File: src/rtl/credit_resp_buffer_mem.sv
// Response storage for credit_resp_buffer: Depth entries of dtype.
// Synchronous write with enable, asynchronous read by index. Contents are not reset.
module credit_resp_buffer_mem #(
    parameter int unsigned Depth    = 4,
    parameter type         dtype    = logic,
    parameter int unsigned PtrWidth = 2
) (
    input  logic                clk_i,
    input  logic                we_i,
    input  logic [PtrWidth-1:0] waddr_i,
    input  dtype                wdata_i,
    input  logic [PtrWidth-1:0] raddr_i,
    output dtype                rdata_o
);

    dtype mem_q [Depth];

    // Write port: the enable is the push strobe alone, so gating can be inserted cleanly.
    always_ff @(posedge clk_i) begin
        if (we_i) begin
            mem_q[waddr_i] <= wdata_i;
        end
    end

    assign rdata_o = mem_q[raddr_i];

endmodule

File: src/rtl/credit_resp_buffer.sv
// Credit-metered response buffer behind a fixed-latency, non-stallable delay line.
// Every issued request reserves one buffer entry, so a response always has a slot,
// and the consumer is free to stall.
module credit_resp_buffer #(
    parameter int unsigned    Depth    = 4,
    parameter type            dtype    = logic,
    localparam int unsigned   CntWidth = $clog2(Depth + 1)
) (
    input  logic                clk_i,
    input  logic                rst_ni,
    input  logic                issue_valid_i,
    output logic                issue_ready_o,
    output logic                issue_fire_o,
    input  logic                resp_valid_i,
    input  dtype                resp_data_i,
    output logic                data_valid_o,
    input  logic                data_ready_i,
    output dtype                data_o,
    output logic [CntWidth-1:0] credits_o,
    output logic                err_o
);

    // With a single entry the pointers never move; keep them one bit wide and pinned at 0.
    localparam int unsigned PtrWidth = (Depth > 1) ? $clog2(Depth) : 1;

    if (Depth < 1) begin : g_bad_depth
        $fatal(1, "credit_resp_buffer: Depth must be at least 1");
    end

    logic [CntWidth-1:0] inflight_q, inflight_d;
    logic [CntWidth-1:0] usage_q,    usage_d;
    logic [PtrWidth-1:0] wr_ptr_q,   wr_ptr_d;
    logic [PtrWidth-1:0] rd_ptr_q,   rd_ptr_d;
    logic                err_q,      err_d;

    logic push;
    logic pop;
    logic orphan;

    assign credits_o     = CntWidth'(Depth) - inflight_q - usage_q;
    assign issue_ready_o = (credits_o != '0);
    assign issue_fire_o  = issue_valid_i & issue_ready_o;

    // A response counts only if something is in flight; otherwise it is an orphan and dropped.
    assign push   = resp_valid_i & (inflight_q != '0);
    assign orphan = resp_valid_i & (inflight_q == '0);

    assign data_valid_o = (usage_q != '0);
    assign pop          = data_valid_o & data_ready_i;
    assign err_o        = err_q;

    credit_resp_buffer_mem #(
        .Depth    (Depth),
        .dtype    (dtype),
        .PtrWidth (PtrWidth)
    ) u_mem (
        .clk_i   (clk_i),
        .we_i    (push),
        .waddr_i (wr_ptr_q),
        .wdata_i (resp_data_i),
        .raddr_i (rd_ptr_q),
        .rdata_o (data_o)
    );

    // Next-state for counters, wrapping pointers and the sticky orphan flag.
    always_comb begin
        inflight_d = inflight_q + CntWidth'(issue_fire_o) - CntWidth'(push);
        usage_d    = usage_q + CntWidth'(push) - CntWidth'(pop);
        wr_ptr_d   = wr_ptr_q;
        rd_ptr_d   = rd_ptr_q;
        err_d      = err_q | orphan;
        if (push) begin
            wr_ptr_d = (wr_ptr_q == PtrWidth'(Depth - 1)) ? '0 : wr_ptr_q + PtrWidth'(1);
        end
        if (pop) begin
            rd_ptr_d = (rd_ptr_q == PtrWidth'(Depth - 1)) ? '0 : rd_ptr_q + PtrWidth'(1);
        end
    end

    // State registers; reset discards anything buffered or in flight.
    always_ff @(posedge clk_i) begin
        if (!rst_ni) begin
            inflight_q <= '0;
            usage_q    <= '0;
            wr_ptr_q   <= '0;
            rd_ptr_q   <= '0;
            err_q      <= 1'b0;
        end else begin
            inflight_q <= inflight_d;
            usage_q    <= usage_d;
            wr_ptr_q   <= wr_ptr_d;
            rd_ptr_q   <= rd_ptr_d;
            err_q      <= err_d;
        end
    end

    // Credit invariant: reserved plus occupied entries never exceed the buffer.
    a_credit_invariant : assert property (@(posedge clk_i) disable iff (!rst_ni)
        ({1'b0, inflight_q} + {1'b0, usage_q}) <= (CntWidth + 1)'(Depth));

    // A push into a full buffer is only legal alongside a pop.
    a_no_overflow : assert property (@(posedge clk_i) disable iff (!rst_ni)
        !(push && !pop && (usage_q == CntWidth'(Depth))));

endmodule

File: config.mk
export PLATFORM = sky130hd
export DESIGN_NAME = credit_resp_buffer
export DESIGN_NICKNAME = d
export VERILOG_FILES = /design/src/rtl/credit_resp_buffer_mem.sv /design/src/rtl/credit_resp_buffer.sv
export SDC_FILE = /design/constraint.sdc
export NUM_CORES = 1
export LEC_CHECK = 0
export CAP_MARGIN = 20
export CORE_UTILIZATION = 30
export DETAILED_ROUTE_END_ITERATION = 12
export DONT_BUFFER_PORTS = 1
export PLACE_DENSITY = 0.55
export SYNTH_ARGS = -nofsm -noshare
export SYNTH_HDL_FRONTEND = slang
export SYNTH_SLANG_ARGS = --single-unit
File: constraint.sdc
create_clock -name clk_i -period 2.7 [get_ports clk_i]
set_clock_uncertainty 0.05 [all_clocks]
set_input_delay 0.54 -clock clk_i [delete_from_list [all_inputs] [get_ports clk_i]]
set_output_delay 0.54 -clock clk_i [all_outputs]
set_load 0.02 [all_outputs]
==> run metrics <==
Data required, critical path 2.84 ns; worst-path cell chain ha_1 > inv_1 > ha_2 > xor2_2 > xnor2_2 > o31a_1 > ha_2 > fa_2 > xor2_1 > xnor2_1 > and2_1; dominant cell by count in the synthesized netlist sky130_fd_sc_hd__dfxtp_1; number of clock buffers inserted by TritonCTS 3; maximum count of clock buffers along a single path 2; final layout net count 110; number of distinct library cell variants in the gate-level netlist after synthesis 22; Synth Area in Compound Gates 7.69%; total wire length after detailed routing 1340 um; fraction of post-synthesis cell area in the top cell type by area 28.6%; Async S/R FF share, synth 0%; top cell types by occurrence after synthesis sky130_fd_sc_hd__dfxtp_1 (13), sky130_fd_sc_hd__ha_1 (12), sky130_fd_sc_hd__inv_1 (11); DR vias 533; # port buffers 0; Clk network pwr share 10.7%; arrival time of data at the critical path endpoint 2.73 ns; pin count of the biggest net entering global routing 12; Fin. Hold Viols 0; drt first pass iters 2; I/O pin cnt 14; top cell type by total area after synthesis sky130_fd_sc_hd__dfxtp_1; max-slew violations 0; Max-Slew Margin vs Limit 78.2%; flip-flop and latch count after synthesis 17; overflow left after global routing 0; vertical die dimension 57.1 um; crit end category register; crit-path leading delay family adder cells; count of flip-flops with a built-in enable after synthesis 4; HP Class in -> reg; diode count 0; global placement routability congestion 0.703; average wire length per cell after detail routing 11.1 um; maximum clock frequency 387 MHz; Post-CTS Hold Buffers 0; clock period minus final worst setup slack 2.58 ns; fraction of power spent switching nets 41.6%; DP Area 986 um2; highest net fanout along the worst path 2; Placeable Area 2810 um2; cell depth of the worst flop-to-flop path 11; cell count along the critical path 11; top flip-flop cell by instance count after synthesis sky130_fd_sc_hd__dfxtp_1; half-perimeter wire length of the detailed placement result 1070 um; Power Internal 0.719 mW; number of standard-cell rows in the floorplan 19; CP max stage cell sky130_fd_sc_hd__dfxtp_4; result of the run finished clean; Avg Vias per Cell 4.44; dominant combinational cell family by area after synthesis adder cells; number of sinks driven by the clock tree 17; Synth Cell Area 911 um2; cell leakage power 0.443 nW; Net Count, Synth 101; Residual DRC 0; vias in the first global route 518; insertion delay to the later sink of the worst-skew pair 0.29 ns; type of origin of the critical path register; parity-gate share of the synthesized area counting xor and xnor cells 7.55%; adder-cell share of the synthesized area 20.9%; die outline width 57.1 um; hold path depth 0; cell types occupying the most area after synthesis sky130_fd_sc_hd__dfxtp_1 (29%), sky130_fd_sc_hd__ha_1 (16%), sky130_fd_sc_hd__edfxtp_1 (13%), sky130_fd_sc_hd__and2_1 (6.2%), sky130_fd_sc_hd__xnor2_1 (4.8%); Switching Power 0.513 mW; Reg2Reg Launch Point inflight_q[1]$_SDFF_PN0_; final antenna-violating net count 0; Pwr Density 1180 nW/um2; sequential share of the synthesized area 41.8%; Worst Hold Slack 0.293 ns; relative contribution of sequential cells to total power 31.5%; ratio of cells with drive above 1 in the final layout 24.7%; combined buffer and inverter count along the critical path 1; global-route wire length before repair 2260 um; Die ar. 3260 um2; CTS tree yes; Initial Utilization 32.5%; portion of the clock cycle consumed by the worst path in the final layout 95.7%; number of antenna violations at the first check in global routing 0; final setup violation count 0; maximum capacitance violations 0; clock tree root driver cell sky130_fd_sc_hd__clkbuf_4; gr usage total 9.41%; synthesized area divided by synthesized cell count 11.2 um2; YS warnings 0; Cells after Synth 81; Fin Setup TNS 0 ns; Clk pin slew, worst setup/hold paths 0.09 ns; share of power burned in combinational logic 57.8%; Worst Max-Slew Pin Slew 0.325 ns; share of synthesized area spent on multiplexers 3.57%; largest stage delay on the critical path 0.36 ns; Layout Area Growth over Synthesis 14.1%; post-route standard cell area excluding fillers 1040 um2; Worst Path Class, Setup reg -> reg; area fraction in and, or, nand and nor cells after synthesis 13.2%; HP Start resp_data_i; CTS H-Tree Depth 1; violation count after the first detailed-routing iteration 3; most numerous cell on the critical path sky130_fd_sc_hd__ha_2; IR drop worst, VDD 0.457 mV; CP startpoint inflight_q[1]$_SDFF_PN0_
==> worst paths after layout <==
| path | endpoint | slack (ns) |
|---|---|---|
| max | inflight_q[2]$_SDFF_PN0_ | 0.12 |
| min | u_mem.mem_q[2]$_DFFE_PP_ | 0.29 |
| max reg2reg | inflight_q[2]$_SDFF_PN0_ | 0.12 |
| min reg2reg | rd_ptr_q[0]$_SDFFE_PN0N_ | 0.45 |
==> per-layer routing <==
metal	share of wire, %	global-route usage [%]	vias up
met2	50	15.6	8
met1	45	10.5	245
met4	0.90	4.18	0
met3	4.0	4.08	2
li1	-	-	278
met5	0	0	-
==> per-stage QoR <==
stage	instances	setup slack [ns]	utilization (%)	power [mW]
after floorplan	81	0.0348	-	0.935
after global placement	114	0.159	35.1	1.06
after detailed placement	114	0.119	35.1	1.08
after CTS	118	0.0290	36.1	1.22
after global routing	120	-0.00300	37.1	1.34
final	120	0.115	37.1	1.23
==> logic make-up after synthesis <==
family          Yosys count
simple gates             21
flops                    17
fa+ha+maj                14
buf+inv                  13
compound gates            7
xor+xnor                  7
mux                       2
==> cells in the final DEF, fill, tap and decap left out <==
| cell type | synthesis | final |
|---|---|---|
| sky130_fd_sc_hd__xor2_1 | 1 | 1 |
| sky130_fd_sc_hd__o31ai_4 | 1 | 1 |
| sky130_fd_sc_hd__ha_2 | 0 | 2 |
| sky130_fd_sc_hd__or3_4 | 0 | 1 |
| sky130_fd_sc_hd__inv_1 | 11 | 11 |
| sky130_fd_sc_hd__clkbuf_4 | 0 | 3 |
| sky130_fd_sc_hd__or3_1 | 4 | 3 |
| sky130_fd_sc_hd__nor2b_1 | 3 | 3 |
| sky130_fd_sc_hd__fa_1 | 2 | 1 |
| sky130_fd_sc_hd__dfxtp_1 | 13 | 10 |
| sky130_fd_sc_hd__nand2_1 | 4 | 4 |
| sky130_fd_sc_hd__a21boi_1 | 3 | 3 |
| sky130_fd_sc_hd__o31a_1 | 1 | 1 |
| sky130_fd_sc_hd__inv_2 | 1 | 1 |
| sky130_fd_sc_hd__dfxtp_2 | 0 | 1 |
| sky130_fd_sc_hd__xor2_2 | 1 | 1 |
| sky130_fd_sc_hd__mux4_2 | 1 | 1 |
| sky130_fd_sc_hd__nor3_1 | 1 | 1 |
| sky130_fd_sc_hd__clkinv_2 | 0 | 1 |
| sky130_fd_sc_hd__ha_1 | 12 | 10 |
| sky130_fd_sc_hd__xnor2_2 | 0 | 1 |
| sky130_fd_sc_hd__o31ai_2 | 1 | 1 |
| sky130_fd_sc_hd__and2_1 | 9 | 9 |
| sky130_fd_sc_hd__buf_4 | 0 | 5 |
| sky130_fd_sc_hd__edfxtp_1 | 4 | 4 |
| sky130_fd_sc_hd__a21oi_1 | 1 | 1 |
| sky130_fd_sc_hd__mux2i_1 | 1 | 1 |
| sky130_fd_sc_hd__xnor2_1 | 5 | 4 |
| sky130_fd_sc_hd__dfxtp_4 | 0 | 2 |
| sky130_fd_sc_hd__fa_2 | 0 | 1 |
==> power groups by stage <==
stage | Clock (mW) | Sequential (mW) | Combinational, mW
CTS | 0.140 | 0.398 | 0.683
floorplan | 0 | 0.393 | 0.542
finish | 0.132 | 0.388 | 0.712
global placement | 0 | 0.404 | 0.654
detailed placement | 0 | 0.404 | 0.679
global route | 0.147 | 0.395 | 0.793
==> layout make-up <==
type,instances,area (um2)
fill,285,1770
multi-input combinational,51,502
sequential,17,389
inverter,12,45.0
tap,31,38.8
timing repair buffer,5,37.5
clock buffer,3,22.5
clock inverter,1,5.00
==> timing repair <==
action	4_1_cts	5_1_grt
setup endpoints to repair	0	2
buffers inserted	0	2
resized for setup	0	4
(Power assumes the default switching activity.)
